### config.mk
export PLATFORM = sky130hd
export DESIGN_NAME = master_to_blocking_buffer
export DESIGN_NICKNAME = d
export VERILOG_FILES = /design/src/rtl/master_to_blocking_buffer_pkg.sv /design/src/rtl/master_to_blocking_buffer_int_fifo.sv /design/src/rtl/master_to_blocking_buffer.sv
export SDC_FILE = /design/constraint.sdc
export NUM_CORES = 1
export LEC_CHECK = 0
export ABC_AREA = 1
export CORE_MARGIN = 5
export CORE_UTILIZATION = 50
export DETAILED_ROUTE_END_ITERATION = 10
export HOLD_SLACK_MARGIN = 0.15
export PLACE_DENSITY = 0.81
export SETUP_SLACK_MARGIN = 0.15
export SYNTH_ARGS = -nofsm -noshare
export SYNTH_HDL_FRONTEND = slang
export SYNTH_SLANG_ARGS = --single-unit
### constraint.sdc
create_clock -name clk -period 4.4 [get_ports clk]
set_input_delay 0.88 -clock clk [delete_from_list [all_inputs] [get_ports clk]]
set_output_delay 0.88 -clock clk [all_outputs]
set_load 0.02 [all_outputs]
### src/rtl/master_to_blocking_buffer_pkg.sv
// Shared types and constants for the master-to-blocking buffer slice.
// Latency: none, declarations only.
// Backpressure: not applicable.
package scam_model_types;
  // 32-bit integer sample carried between model stages.
  typedef logic [31:0] sc_int_t;
endpackage

package master_to_blocking_buffer_types;
  import scam_model_types::*;

  typedef sc_int_t sample_t;

  localparam int DROP_CNT_W    = 16;
  localparam int DEFAULT_DEPTH = 4;

  // The drop counter sticks here instead of wrapping back to zero.
  localparam logic [DROP_CNT_W-1:0] DROP_CNT_MAX = {DROP_CNT_W{1'b1}};

  // Saturating increment for the drop counter.
  function automatic logic [DROP_CNT_W-1:0] sat_inc(input logic [DROP_CNT_W-1:0] v);
    return (v == DROP_CNT_MAX) ? v : v + DROP_CNT_W'(1);
  endfunction
endpackage

### src/rtl/master_to_blocking_buffer_int_fifo.sv
// Circular DEPTH x 32 integer FIFO with occupancy counter and full/empty flags.
// Latency: a push in cycle N is readable on rd_dat_o in cycle N+1; no bypass.
// Backpressure: none internally; caller must only push when !full or popping.
module int_fifo
  import master_to_blocking_buffer_types::*;
#(
  parameter  int DEPTH = DEFAULT_DEPTH,
  localparam int AW    = $clog2(DEPTH),
  localparam int LW    = AW + 1
) (
  input  logic          clk,
  input  logic          rst,
  input  logic          push_i,
  input  logic          pop_i,
  input  sample_t       wr_dat_i,
  output sample_t       rd_dat_o,
  output logic [LW-1:0] level_o,
  output logic          full_o,
  output logic          empty_o
);

  sample_t         mem_q [DEPTH];
  logic [AW-1:0]   wr_ptr_q, wr_ptr_d;
  logic [AW-1:0]   rd_ptr_q, rd_ptr_d;
  logic [LW-1:0]   level_q,  level_d;

  // Next pointers and occupancy; push+pop together leaves level unchanged.
  always_comb begin
    wr_ptr_d = wr_ptr_q;
    rd_ptr_d = rd_ptr_q;
    level_d  = level_q;
    if (push_i) wr_ptr_d = wr_ptr_q + AW'(1);
    if (pop_i)  rd_ptr_d = rd_ptr_q + AW'(1);
    case ({push_i, pop_i})
      2'b10:   level_d = level_q + LW'(1);
      2'b01:   level_d = level_q - LW'(1);
      default: level_d = level_q;
    endcase
  end

  // Storage and pointer registers; reset clears every entry so the head reads 0.
  always_ff @(posedge clk) begin
    if (rst) begin
      for (int i = 0; i < DEPTH; i++) mem_q[i] <= '0;
      wr_ptr_q <= '0;
      rd_ptr_q <= '0;
      level_q  <= '0;
    end else begin
      if (push_i) mem_q[wr_ptr_q] <= wr_dat_i;
      wr_ptr_q <= wr_ptr_d;
      rd_ptr_q <= rd_ptr_d;
      level_q  <= level_d;
    end
  end

  assign rd_dat_o = mem_q[rd_ptr_q];
  assign level_o  = level_q;
  assign full_o   = (level_q == LW'(DEPTH));
  assign empty_o  = (level_q == '0);

endmodule

### src/rtl/master_to_blocking_buffer.sv
// Re-presents a non-blocking master stream as a blocking sync/notify port via a small FIFO.
// Latency: 1 cycle from m_in to b_out when empty; otherwise queued behind older entries.
// Backpressure: none toward the master; samples arriving while full (and not popping) are dropped and counted.
module master_to_blocking_buffer
  import master_to_blocking_buffer_types::*;
#(
  parameter  int DEPTH = DEFAULT_DEPTH,
  localparam int LW    = $clog2(DEPTH) + 1
) (
  input  logic                  clk,
  input  logic                  rst,
  input  logic [31:0]           m_in,
  input  logic                  m_in_notify,
  output logic [31:0]           b_out,
  output logic                  b_out_notify,
  input  logic                  b_out_sync,
  output logic [LW-1:0]         level,
  output logic [DROP_CNT_W-1:0] drop_cnt,
  output logic                  drop_notify
);

  logic                  full, empty;
  logic                  push, pop, drop;
  logic [DROP_CNT_W-1:0] drop_cnt_q, drop_cnt_d;
  logic                  drop_notify_q, drop_notify_d;

  // Handshake: a full FIFO still accepts a sample in a cycle where the head leaves.
  always_comb begin
    pop           = b_out_notify && b_out_sync;
    push          = m_in_notify && (!full || pop);
    drop          = m_in_notify && full && !pop;
    drop_cnt_d    = drop ? sat_inc(drop_cnt_q) : drop_cnt_q;
    drop_notify_d = drop;
  end

  // Drop counter and its registered one-cycle pulse.
  always_ff @(posedge clk) begin
    if (rst) begin
      drop_cnt_q    <= '0;
      drop_notify_q <= 1'b0;
    end else begin
      drop_cnt_q    <= drop_cnt_d;
      drop_notify_q <= drop_notify_d;
    end
  end

  int_fifo #(.DEPTH(DEPTH)) u_fifo (
    .clk      (clk),
    .rst      (rst),
    .push_i   (push),
    .pop_i    (pop),
    .wr_dat_i (m_in),
    .rd_dat_o (b_out),
    .level_o  (level),
    .full_o   (full),
    .empty_o  (empty)
  );

  assign b_out_notify = !empty;
  assign drop_cnt     = drop_cnt_q;
  assign drop_notify  = drop_notify_q;

endmodule
-- Word level (Yosys, flattened, before mapping)
Memory sizes are Yosys's and may differ from the RTL's. A register that Yosys moved wholly into a read port is not among the register bits.
Index checks and enable logic that the tools add are counted.
W data, S select, Z words.
- register bits: 24
- memories kept: 1
- input port bits: 36
- bits in writable memories: 128
- output and inout port bits: 53
- word-level logic and storage cells: 39
- memory list (memory ; depth ; bits a word ; rd ports ; clocked after Yosys merged registers in ; write ports ; line ; source):
    u_fifo.mem_q ; 4 ; 32 ; 1 ; 1 ; 4 ; master_to_blocking_buffer_int_fifo.sv:22 ; sample_t mem_q [DEPTH];
- equality and inequality tests: 4
- add/sub/neg operators: 5
- multiplexer cells: 11
- reductions and logical operators: 12
- bitwise operators: 1
- operators with widths (operator ; number):
    $mux W32 ; 1
    $reduce_or A32 Y1 ; 1
    $add A16 B1 Y16 const B ; 1
    $eq A16 B16 Y1 const B ; 1
    $mux W1 ; 6
    $mux W2 ; 3
    $pmux W3 S2 ; 1
    $add A2 B1 Y2 const B ; 2
    $logic_and A1 B1 Y1 ; 4
    $add A3 B1 Y3 const B ; 1
    $eq A3 B3 Y1 const B ; 1
    $logic_not A1 Y1 ; 3
    $logic_not A3 Y1 ; 1
    $sub A3 B1 Y3 const B ; 1
    $eq A2 B1 Y1 const B ; 1
    $eq A2 B2 Y1 const B ; 1
    $reduce_and A2 Y1 ; 1
    $reduce_bool A2 Y1 ; 1
    $logic_or A1 B1 Y1 ; 1
    $not A1 Y1 ; 1

-- Longest topological paths before layout
Gate-level depths: netlist of the first run.
- word-level depth: 10
- gate-level depth with buffers: 10
- mapped depth without buffers: 10

-- Cells and area by module
Synthesis of the first run repeated with hierarchy kept, for this count alone.
- cells, all modules: 743
- area, all modules: 6941.7 um^2
- modules (own cells, without submodules) (module ; seq. area each (um^2) ; area each (um^2) ; cells each ; times used):
    int_fifo ; 4023.9 ; 5879.4 ; 569 ; 1
    master_to_blocking_buffer ; 340.3 ; 1062.3 ; 174 ; 1

-- Worst setup path after synthesis of the first run
No wires, ideal clock.
- kind: in2reg
- start: input b_out_sync
- end: memory u_fifo.mem_q[3][0] in the netlist's numbering, enable pin
- required time: 3.930 ns
- slack: 0.347 ns
- library setup time: 0.470 ns
- data arrival time: 3.583 ns
- buffers on the path: 0
- stages on the path: 4
- path through: inv_1 > nand3_1 > nand2_1 > o31ai_1
- RTL lines (what ; line ; source):
    start, declared ; master_to_blocking_buffer.sv:16 ; input logic b_out_sync,
    end, declared ; master_to_blocking_buffer_int_fifo.sv:22 ;

==> results of run 1 <==
layer usage:
layer / vias to the layer above / global-route usage / wire (um)
met5: - / 0 / 0
met4: 0 / 0.06940 / 228
met3: 17 / 0.04090 / 953
met2: 184 / 0.3345 / 7912
met1: 2538 / 0.2601 / 6721
li1: 2551 / - / -
sequential cells by signal, indices dropped and copies added, names as in the netlist, named ones only:
signal / flops
drop_cnt: 16
drop_notify: 1
u_fifo.level_o: 3
u_fifo.rd_ptr_q: 2
u_fifo.mem_q: 128
u_fifo.wr_ptr_q: 2
placed cells by master, fill, tap and decap left out, drive strengths merged:
cell type and n:
a21oi 21, buf 13, bufinv 2, clkbuf 17, clkdlybuf4s50 88, clkinv 6
clkinvlp 4, dfxtp 26, edfxtp 128, fa 1, ha 2, inv 90
nand2 58, nand3 11, nand3b 1, nand4 6, nor2 226, o21ai 73
o21bai 1, o22ai 33, o31ai 1, xnor2 3, xor2 4
how the worst min path moves through the flow:
stage	startpoint	end	slack, ns	depth (start not counted)
after global placement	u_fifo.rd_ptr_q[1]	flip-flop	0.45	2
after detailed placement	u_fifo.rd_ptr_q[1]	flip-flop	0.46	2
after global routing	u_fifo.rd_ptr_q[1]	u_fifo.rd_ptr_q[1]	0.50	2
after floorplan	u_fifo.rd_ptr_q[1]	flip-flop	0.44	2
final	u_fifo.rd_ptr_q[1]	u_fifo.rd_ptr_q[1]	0.48	2
after CTS	u_fifo.rd_ptr_q[1]	u_fifo.rd_ptr_q[1]	0.47	2
cell families (layout without fill, tap and decap cells):
kind of cell | Yosys count | in the layout | share of synthesized area
buffers and inverters | 122 | 220 | 0.06993
adder cells (fa/ha/maj) | 3 | 3 | 0.006539
flip-flops | 154 | 154 | 0.6336
AND/OR/NAND/NOR | 302 | 302 | 0.1757
XOR/XNOR | 7 | 7 | 0.008901
AO/OA/AOI/OAI | 129 | 129 | 0.1054
stage by stage:
stage,util,total power [mW],std cells
global placement,0.5949,2.995,959
finish,0.6378,4.400,991
detailed placement,0.5949,3.018,959
CTS,0.6378,4.425,991
global route,0.6378,4.598,991
floorplan,-,2.491,717
power by group through the flow:
stage	registers, mW	clock network (mW)	logic (mW)
after floorplan	1.79	0	0.700
after global placement	1.78	0	1.22
after detailed placement	1.78	0	1.24
after CTS	1.75	1.43	1.25
after global routing	1.76	1.50	1.34
final	1.75	1.41	1.23
layout make-up:
class                   instances  share of cell area
flip-flops and latches        154              0.5108
multi-input cells             441              0.2434
repair buffers                101              0.1145
clock buffers                  17             0.04977
inverters                      87             0.03821
well taps                     176             0.02576
clock inverters                15             0.01757
worst max-delay path: cells and delay by family (launching register included):
family | cells | cell delay, ns
AOI/OAI and AO/OA | 2 | 0.34
buffers and inverters | 4 | 1.56
DFF | 1 | 0.30
==> flow_summary_export.csv, run 1 <==
group,metric,value,unit
run_status,status,"finished, final reports clean",
critical_path,cp_data_arrival_time,2.62,ns
placement,globalplace.congestion,0.7947,
cells_and_area,multi_input_area,2081,um2
cells_and_area,final_area,8547,um2
critical_path,cp_max_fo,33,
power,switching_share,0.3139,
sta,fin_setup_tns,0,ns
placement,dp_hpwl,9659,um
critical_path,setup.worst_path.end,"b_out[27]",
drt,drt_iter0_drc,493,
cts,clk-insertion-delay-late,0.42,ns
drt,drt_pass1_iterations,5,
cts,cts_max_level,4,
critical_path,cp-end-kind,"output pin",
drt,num_vias,5290,
placement,pre_cts_ws,1.336,ns
synth,synth_seq_area_share,0.6336,
sta,relSlewSlack,0.3062,
drt,vias_per_cell,5.338,
cts,clock_path_buffers,2,
power,p_int,3.019,mW
placement,place.port_buffers,88,
drt,avgRoutedWirePerCell,15.96,um
global_route,antenna_found_initial,0,
sta,hold_viol_final,0,
synth,synth-edff-count,128,
floorplanning,die_area,16220,um2
global_route,grt_pass1_wl,25410,um
global_route,track_usage,0.1998,
cts,clock_sinks,154,
synth,yosysMostFrequentCell,"nor2_1",
critical_path,reg2reg_depth,10,
floorplanning,die_h,127.4,um
cells_and_area,ff_latch_area,4365,um2
synth,synth_warnings,0,
synth,ys_seq_elements,154,
sta,finalSetupViolCount,0,
cells_and_area,drive_above_1_share,0.08589,
power,power.density,514.8,nW/um2
power,sequentialPowerShare,0.399,
cells_and_area,final_nets,841,
sta,setup_ws,0.9017,ns
floorplanning,ios,89,
sta,period_minus_slack,3.498,ns
critical_path,r2r_start,"u_fifo.level_o[1]",
power,vdd.ir_drop.worst,0.0003145,V
power,clkPwrFrac,0.321,
sta,period_share,0.7951,
power,leakage,3.182,nW
sta,fin_worst_skew,0.005494,ns
sta,slew_viol_final,0,
cts,cts_buffers,17,
cts,cts_setup_buffers,0,
hold_path,hold_class,"reg -> reg",
critical_path,timing.rr.end,"u_fifo.level_o[2]",
drt,antenna_left,0,
global_route,grt_remaining_overflow,0,
cells_and_area,diodes,0,
synth,synth_largest_area_cell,"edfxtp_1",
cells_and_area,fillers,1100,
cts,post_cts_resize_count,0,
cts,clkSlewWorstSetupHoldPaths,0.06,ns
synth,syn_avg_cell_area,9.606,um2
cts,hold_buffers,0,
power,switching_power,1.381,mW
global_route,grt_pass1_vias,5170,
placement,place_area,7971,um2
critical_path,critPathLaunchType,"flip-flop",
floorplanning,coreArea,13400,um2
sta,rsz0062_at_grt,"false",
critical_path,critical_path_required,3.52,ns
critical_path,rrSetupSlack,2.20,ns
critical_path,crit_top_cell,"buf_4",
sta,tightest_slew,1.039,ns
cells_and_area,syn2layout_area_growth,24.09,%
critical_path,cp_cell_sequence,"buf_4 > inv_1 > buf_4 > o21ai_0 > o22ai_1 > clkdlybuf4s50_1",
floorplanning,fp-row-count,42,
cts,cts_tree,"yes",
global_route,grt_max_degree,65,
critical_path,slowest_stage,"clkdlybuf4s50_1",
drt,drc,0,
synth,netlist.area_leader.share,0.5580,
synth,yosys-top-cells-count,"221 x nor2_1, 128 x edfxtp_1, 86 x inv_1, 72 x o21ai_0, 52 x nand2_1",
power,combinationalPowerShare,0.281,
synth,ys_top_cells_by_area,"edfxtp_1 56%, nor2_1 12%, dfxtp_1 7.6%",
synth,syn-num-nets,756,
floorplanning,initial_core_util,0.5140,
cts,cts_root_buf,"clkbuf_16",
synth,ys_async_sr_fraction,0,
sta,whs,0.4788,ns
flow_run,drv_cap,0,
floorplanning,die-width,127.4,um
critical_path,worstSetupPathType,"reg -> out",
critical_path,cp_slowest_stage_delay,0.64,ns
synth,synth_area,6888,um2
drt,routed_wl,15820,um
synth,synthFlopType,"edfxtp_1",
synth,netlist-cell-type-count,29,
synth,syn_inst,717,
sta,fmax,285.9,MHz
No activity file was read; power rests on OpenSTA's default activity.
==> inputs of run 2 (changes only) <==
==> constraint.sdc (replaced) <==
create_clock -name clk -period 3.5 [get_ports clk]
set_input_delay 0.7 -clock clk [delete_from_list [all_inputs] [get_ports clk]]
set_output_delay 0.7 -clock clk [all_outputs]
set_load 0.02 [all_outputs]
==> flow_summary_export.csv, run 2 (synthesis gave the netlist of run 1 again) <==
group,metric,value,unit
run_status,status,"finished, final reports clean",
cells_and_area,layoutNonFillerInstCount,994,
power,p_int,3.921,mW
floorplanning,ios,89,
placement,dp_hpwl,9459,um
critical_path,cp_max_fo,56,
power,vdd.ir_drop.worst,0.0003957,V
power,combinationalPowerShare,0.278,
sta,slew_viol_final,0,
cts,cts_tree,"yes",
cells_and_area,syn2layout_area_growth,25.25,%
power,power.density,653.3,nW/um2
power,leakage,3.232,nW
drt,antenna_left,0,
hold_path,hp-start,"u_fifo.rd_ptr_q[1]",
power,clkPwrFrac,0.325,
cts,cts_setup_buffers,0,
critical_path,timing.rr.end,"u_fifo.level_o[2]",
critical_path,critical_path_required,2.80,ns
sta,period_minus_slack,3.172,ns
critical_path,worst-path-buf-inv,3,
sta,fin_worst_skew,0.008176,ns
drt,num_vias,5231,
sta,finalSetupViolCount,0,
critical_path,cp-end-kind,"output pin",
floorplanning,coreArea,13400,um2
cells_and_area,fillers,1069,
cells_and_area,diodes,0,
power,switching_share,0.3044,
floorplanning,die_area,16220,um2
hold_path,whs_path_depth,2,
placement,dp.cells,962,
cells_and_area,multi_input_area,2081,um2
critical_path,r2r_start,"u_fifo.level_o[0]",
drt,vias_per_cell,5.263,
placement,pre_cts_ws,0.6183,ns
cts,cts_max_level,4,
placement,globalplace.congestion,0.7708,
cells_and_area,layout_common_cells,"221 x nor2_1, 128 x edfxtp_1, 88 x clkdlybuf4s50_1, 86 x inv_1, 70 x o21ai_0",
global_route,antenna_found_initial,0,
critical_path,critPathLaunchType,"flip-flop",
global_route,grt_pass1_wl,25420,um
cts,cts_buffers,17,
critical_path,reg2reg_depth,10,
cts,clock_sinks,154,
floorplanning,initial_core_util,0.5140,
floorplanning,fp-row-count,42,
drt,drt_iter0_drc,453,
sta,period_share,0.9062,
placement,place.port_buffers,88,
floorplanning,die_h,127.4,um
drt,routed_wl,15650,um
cells_and_area,final_nets,844,
critical_path,slowest_stage,"dfxtp_2",
sta,whs,0.4613,ns
hold_path,hold_class,"reg -> reg",
cells_and_area,largest_register_ffs,128,
critical_path,cp_data_arrival_time,2.47,ns
critical_path,rrSetupSlack,1.31,ns
drt,avgRoutedWirePerCell,15.74,um
floorplanning,die-width,127.4,um
drt,drt_pass1_iterations,6,
critical_path,crit_family,"buffers and inverters",
sta,fmax,315.3,MHz
sta,tightest_slew,0.6444,ns
power,sequentialPowerShare,0.397,
cts,clk-insertion-delay-late,0.42,ns
sta,setup_ws,0.3284,ns
global_route,grt_max_degree,57,
power,switching_power,1.715,mW
sta,rsz0062_at_grt,"false",
critical_path,worstSetupPathType,"reg -> out",
hold_path,min_to,"u_fifo.rd_ptr_q[1]",
cells_and_area,top_register,"u_fifo.mem_q",
global_route,grt_remaining_overflow,0,
cts,hold_buffers,0,
cts,cts_root_buf,"clkbuf_16",
sta,hold_viol_final,0,
cells_and_area,drive_above_1_share,0.08802,
flow_run,drv_cap,0,
drt,drc,0,
cts,clkSlewWorstSetupHoldPaths,0.06,ns
global_route,track_usage,0.1999,
cts,post_cts_resize_count,0,
critical_path,cp_cell_sequence,"inv_2 > buf_12 > o21ai_0 > o22ai_1 > clkdlybuf4s50_1",
cells_and_area,ff_latch_area,4365,um2
global_route,grt_pass1_vias,5242,
sta,relSlewSlack,0.5688,
cts,clock_path_buffers,2,
cells_and_area,final_common_cell,"nor2_1",
critical_path,cp_slowest_stage_delay,0.70,ns
run 2: changes by cell type in the layout (fill, tap and decap cells not counted), sizes merged:
| cell | before | now |
|---|---|---|
| clkbuf | 17 | 25 |
| buf | 13 | 16 |
| clkinvlp | 4 | 1 |
| inv | 90 | 87 |
| clkinv | 6 | 4 |
run 2: through the flow:
step                      setup TNS, ns  total power [mW]  cell area [um2]    util
after floorplan                  -15.75             3.131             6893       -
after global placement                0             3.817             8031  0.5993
after detailed placement              0             3.845             8031  0.5993
after CTS                             0             5.659             8627  0.6438
after global routing                  0             5.874             8627  0.6438
final                                 0             5.636             8627  0.6438
run 2: worst reg2reg max path: stages, from the launching register on:
cell and delay (ns):
dfxtp_1 0.33, nor2_2 0.18, nand3_1 0.13, nand2_1 0.31, ha_1 0.21, inv_1 0.07
fa_1 0.37, a21oi_1 0.14, o21ai_0 0.11, o21ai_0 0.18, a21oi_1 0.05
run 2: power groups by stage:
stage | sequential [mW] | combinational, mW | clock [mW]
after floorplan | 2.25 | 0.881 | 0
after global placement | 2.27 | 1.55 | 0
after detailed placement | 2.27 | 1.57 | 0
after CTS | 2.24 | 1.58 | 1.84
after global routing | 2.25 | 1.69 | 1.93
final | 2.24 | 1.57 | 1.83
run 2: worst max-delay path by stage:
| stage | from | to | slack (ns) | depth (start not counted) |
|---|---|---|---|---|
| 3_5_place_dp | b_out_sync | u_fifo.level_o[2] | 0.62 | 11 |
| 5_1_grt | flip-flop | b_out[5] | 0.17 | 5 |
| 4_1_cts | flip-flop | b_out[5] | 0.34 | 5 |
| 3_3_place_gp | b_out_sync | u_fifo.level_o[2] | 0.68 | 11 |
| 2_1_floorplan | b_out_sync | u_fifo.mem_q[1][0] | -0.25 | 4 |
| 6_report | flip-flop | b_out[5] | 0.33 | 5 |
run 2: layout make-up:
type	instances	share of cell area
multi-input combinational	441	0.2412
tap	176	0.02553
clock inverter	7	0.01044
clock buffer	25	0.05859
inverter	87	0.03785
timing repair buffer	104	0.1204
sequential	154	0.5060
run 2: per-layer routing:
metal	vias up	GRT usage	wire length, um
li1	2553	-	-
met5	-	0	0
met3	19	0.04424	988
met1	2466	0.2492	6504
met4	0	0.07697	212
met2	193	0.3407	7943
==> RTL edit 1 (flow settings as in run 1) <==
Reset style: asynchronous (`rst`), changed in 2 clocked blocks.
--- a/src/rtl/master_to_blocking_buffer_int_fifo.sv
+++ b/src/rtl/master_to_blocking_buffer_int_fifo.sv
@@ -41,3 +41,3 @@
   // Storage and pointer registers; reset clears every entry so the head reads 0.
-  always_ff @(posedge clk) begin
+  always_ff @(posedge clk or posedge rst) begin
     if (rst) begin
--- a/src/rtl/master_to_blocking_buffer.sv
+++ b/src/rtl/master_to_blocking_buffer.sv
@@ -36,3 +36,3 @@
   // Drop counter and its registered one-cycle pulse.
-  always_ff @(posedge clk) begin
+  always_ff @(posedge clk or posedge rst) begin
     if (rst) begin
Function: differs if rst is asserted again (counterexample within 4 cycles, from zero or initial values and one cycle with rst high); with rst held inactive, the same outputs for 4 cycles.
==> RTL edit 1 against run 1 <==
  * Non-clock buffer count grew 5
  * Clock skew is essentially flat
  * Wire length grew 23%
  * Count of clock-buffer cells in the layout grew 6
  * Area after synthesis grew 5.1%
  * Fmax shrank 6.0%
  * Final area grew 4.4%
  * Sequential cell count shrank 2
  * Core utilization shrank 1.7 points
  * Register-to-register slack lost 110 ps
  * Cell count grew 19%
  * Setup slack lost 220 ps
Power is not compared: it rests on default switching activity, and its combinational part moved more than twofold at a synthesized area within 25%.
==> RTL edit 1: results (changes against run 1) <==
* Result of the run: complete, no violations
* XOR/XNOR share of the synthesized area at 0.0133 (+0.00441)
* Number of H-tree levels at 4 (unchanged)
* Data arrival at the endpoint of the critical path at 2840 ps (+220 ps)
* Hold-critical path depth at 2 (unchanged)
* Maximum number of pins on one net before global-route repair at 114 (+75%)
* Highest cell delay on the worst timing path at 700 ps (+60 ps)
* Termination of the worst setup path: b_out[29]
* Static leakage power at 4.18 nW
* Maximum vdd drop at 0.475 mV
* Layout cells sized above 1 at 0.0592 (-0.0267)
* Number of nets in the layout at 1027 (+22%)
* Slew at the pin closest to its max-slew limit at 1020 ps (-23.8 ps)
* Top post-synthesis cells by area: dfrtp_1, nand2_1, o21ai_0, nor2_1, o22ai_1
* Internal power at 4.30 mW
* Met2 WL post-DR at 9430 um (+19%)
* Clk pin slew, worst setup/hold paths at 60 ps (about the same)
* Top FF cell, synth: dfrtp_1
* Number of cells after detailed placement at 1149 (+20%)
* Post-synth cell types at 26 (-10%)
* Total vias in the final route at 6612 (+25%)
* Register-to-Register Path Depth at 6 (-4)
* Average wire per cell in the routed design at 16.4 um (+2.9%)
* Met1 routing resource usage after global routing at 0.309 (+0.0493)
* All-layer global routing usage at 0.240 (+0.0403)
* Seq/Total Area, Yosys at 0.525 (-0.108)
* M2 GR Usage at 0.396 (+0.0614)
* Startpoint of the worst-slack reg-to-reg timing path: u_fifo.level_o[0]
* Worst-case clock skew at 5.02 ps (-0.471 ps)
* Terminus of the critical flop-to-flop path: u_fifo.mem_q[64]
* Placed instance area at 0.00824 sq mm (+3.4%)
* Met3 Resource Use GR at 0.0589 (+0.0180)
* Asr flop ratio synth at 1.00 (+1.00)
* Met1 Wirelength at 7920 um (+18%)
* Root Buffer Master: clkbuf_16
* Met3 wire length at 1580 um (+66%)
* Syn_nets at 960 (+27%)
* Proportion of synthesized area in mux cells at 0 (unchanged)
* Worst reg-to-reg setup slack at 2090 ps (-110 ps)
* Post-synth EDFFs at 0 (-100%)
* Wire length of the first global-routing pass at 32200 um (+27%)
* Most common library cells after synthesis: nand2_1, o21ai_0, dfrtp_1
* Hold Startpoint: u_fifo.mem_q[50]
* Critical-path top delay cell: clkinv_1
* Final setup violation count at 0 (unchanged)
* Violation count after the first detailed-route iteration at 622 (+26%)
* DP Wirelength at 11600 um (+20%)
* Router iterations before antenna repair at 7 (+2)
* Placer's final routability congestion estimate at 0.809 (+1.8%)
* Worst hold path endpoint: u_fifo.mem_q[50]
* CP Max Fanout at 32 (-3.0%)
* Total Routed Length at 19400 um (+23%)
* Post-synthesis compound-gate area fraction at 0.168 (+0.0630)
* Adder-Cell Fraction of Synth Area at 0.0131 (+0.00660)
* Avg Synthesized Cell Area at 7.89 sq um (-18%)
* Number of global-route vias before repair at 6485 (+25%)
==> RTL edit 1: cell count changes after synthesis, moves of 8 or more <==
cell,before,now
a21oi_1,13,3
a21oi_2,8,0
buf_2,7,20
clkbuf_1,22,34
dfrtp_1,0,152
dfxtp_1,26,0
edfxtp_1,128,0
inv_1,86,27
nand2_1,52,318
nor2_1,221,80
o21ai_0,72,173
o21ai_1,0,26
==> RTL edit 1: worst reg2reg max path: stages, from the launching register on <==
cell     delay [ps]
dfrtp_1         420
nor2_2          180
nand2_1         110
nand2_4         250
buf_4           850
o21ai_0         320
nand2_1         120
==> RTL edit 1: power by group through the flow <==
stage / logic, mW / clock network (mW) / registers, mW
6_report: 3.17 / 1.68 / 2.30
5_1_grt: 3.51 / 1.75 / 2.36
4_1_cts: 3.17 / 1.69 / 2.29
3_5_place_dp: 3.15 / 0 / 2.30
3_3_place_gp: 3.07 / 0 / 2.28
2_1_floorplan: 1.94 / 0 / 2.25
==> RTL edit 1: cells by family after synthesis <==
| family | after synthesis |
|---|---|
| and+or+nand+nor | 425 |
| AOI/OAI and AO/OA | 235 |
| DFF | 152 |
| buffers and inverters | 87 |
| xor gates and xnor gates | 11 |
| adders and majority gates | 7 |
==> RTL edit 1: through the flow <==
stage          hold WS, ps  setup WS, ps
2_1_floorplan          443          1600
3_3_place_gp           458          1230
3_5_place_dp           463          1140
4_1_cts                477           669
5_1_grt                502           499
6_report               478           678
==> RTL edit 1: layout make-up <==
type / instances / area, sq um
Clock buffer: 23 / 488
Fill cell: 1217 / 5450
Timing Repair Buffer: 106 / 1030
Clock inverter: 8 / 190
Sequential cell: 152 / 3800
Inverter: 29 / 113
Tap cell: 184 / 230
Multi-Input combinational cell: 678 / 3070
==> RTL edit 2 (settings of run 1) <==
Made on the original files. `DEFAULT_DEPTH`: 4 -> 8.
--- a/src/rtl/master_to_blocking_buffer_pkg.sv
+++ b/src/rtl/master_to_blocking_buffer_pkg.sv
@@ -14,3 +14,3 @@
   localparam int DROP_CNT_W    = 16;
-  localparam int DEFAULT_DEPTH = 4;
+  localparam int DEFAULT_DEPTH = 8;
 
Ports: changed (resized level); port bits go from 89 to 90. The function was not compared with the original's and may differ.
==> RTL edit 2 against run 1 <==
  * Count of clock-buffer cells in the layout rose by 21
  * Area after synthesis rose by 87%
  * Total power rose by 64%
  * Setup slack got worse by 480 ps
  * Synthesized cell count rose by 81%
  * Sequential cell count rose by 132
  * Final area rose by 75%
  * Wire length rose by 97%
  * Largest cell class unchanged
==> RTL edit 2: results (changes against run 1) <==
* Result of the run: complete, no violations
* Root Buffer Master: clkbuf_16
* Critical-path top delay cell: dfxtp_4
* Slew at the pin closest to its max-slew limit at 1150 ps (+112 ps)
* Post-synth EDFFs at 256 (+100%)
* Violation count after the first detailed-route iteration at 933 (+89%)
* Top post-synthesis cells by area: edfxtp_1, nor2_1, nand2_1, dfxtp_1, o32ai_1
* Worst-case clock skew at 20.6 ps (+15.1 ps)
* DRC at 0 (unchanged)
* Syn_nets at 1337 (+77%)
* Placer's final routability congestion estimate at 0.837 (+5.3%)
* Worst reg-to-reg setup slack at 1990 ps (-210 ps)
* Wire length of the first global-routing pass at 49700 um (+96%)
* Fin crit period at 3970 ps (+477 ps)
* Largest register by flop count: u_fifo.mem_q
* Data arrival at the endpoint of the critical path at 3090 ps (+470 ps)
* Clk pin slew, worst setup/hold paths at 60 ps (about the same)
* DP Wirelength at 18100 um (+88%)
* Final non-filler cell total at 1721 (+74%)
* Yosys warning count at 0 (unchanged)
* Asr flop ratio synth at 0 (unchanged)
* Number of nets in the layout at 1409 (+68%)
* Number of global-route vias before repair at 9843 (+90%)
* Top FF cell, synth: edfxtp_1
* Maximum vdd drop at 0.332 mV (+5.7%)
* Maximum number of pins on one net before global-route repair at 118 (+82%)
* Post-synth cell types at 30 (+3.4%)
* Avg Synthesized Cell Area at 9.94 sq um (+3.4%)
* Number of H-tree levels at 1 (-3)
* Layout cells sized above 1 at 0.0683 (-0.0176)
* Largest register FFs at 256 (+100%)
* Number of I/O port buffers at 89 (+1.1%)
* TritonCTS Buffers at 28 (+11)
* Number of diodes at 0 (unchanged)
* Seq/Total Area, Yosys at 0.643 (+0.00956)
* Post-cts gate resize count at 0 (unchanged)
* Drt via density at 5.60 (+4.8%)
* Maximum clock insertion buffer count at 3 (+1)
* CP Max Fanout at 117 (+250%)
* Placement-stage worst setup slack at 1020 ps (-314 ps)
* Setup fix buffers added after clock tree synthesis at 0 (unchanged)
* Highest cell delay on the worst timing path at 1080 ps (+440 ps)
* Min Hold Slack at 446 ps (-32.9 ps)
* Router iterations before antenna repair at 5 (unchanged)
* Clock latency of the later-clocked register in the worst-skew pair at 560 ps (+140 ps)
* Initial antenna violation count at 0 (unchanged)
* Worst min-delay path category: register to register
* All-layer global routing usage at 0.213 (+0.0133)
* Static leakage power at 5.90 nW (+86%)
* Average wire per cell in the routed design at 18.1 um (+13%)
* Cell class contributing the biggest share of worst-path delay: flip-flops
* Most common library cells after synthesis: nor2_1, edfxtp_1, nand2_1
-- RTL edit 2: layer usage --
layer / GRT usage / wire length [um] / vias up
met3: 0.0335 / 2430 / 73
met2: 0.383 / 16000 / 423
met5: 0 / 0 / -
li1: - / - / 4513
met4: 0.0677 / 810 / 0
met1: 0.264 / 12000 / 4623
-- RTL edit 2: stage by stage --
| stage | cell area [sq um] | utilization |
|---|---|---|
| after global routing | 15000 | 0.594 |
| after global placement | 14000 | 0.555 |
| after CTS | 15000 | 0.594 |
| final | 15000 | 0.594 |
| after detailed placement | 14000 | 0.555 |
| after floorplan | 12900 | - |
-- RTL edit 2: path summary, 6_finish.rpt --
kind	from	end	depth (start not counted)
max	register	b_out[30]	5
min	u_fifo.rd_ptr_q[2]	register	1
max reg2reg	u_fifo.level_o[2]	u_fifo.mem_q[2][10]	7
min reg2reg	u_fifo.rd_ptr_q[2]	register	1
-- RTL edit 2: report_power, final --
group          switching [mW]  total (mW)  internal, mW
Combinational           0.890        1.47         0.578
Sequential              0.153        3.26          3.11
Clock                    1.03        2.49          1.46
-- RTL edit 2: area by class of cell --
| class | count | area, sq um |
|---|---|---|
| Clock buffer | 38 | 768 |
| Clock inverter | 14 | 195 |
| Fill cell | 2036 | 10300 |
| Inverter | 63 | 238 |
| Multi-Input combinational cell | 870 | 3930 |
| Sequential cell | 286 | 8300 |
| Tap cell | 330 | 413 |
| Timing Repair Buffer | 120 | 1150 |
-- RTL edit 2: cells by family after synthesis --
family          Yosys count  synth area share
simple gates            693             0.212
xor+xnor                 11           0.00748
compound gates          162            0.0820
flops                   286             0.643
buf+inv                 141            0.0517
fa+ha+maj                 4           0.00388
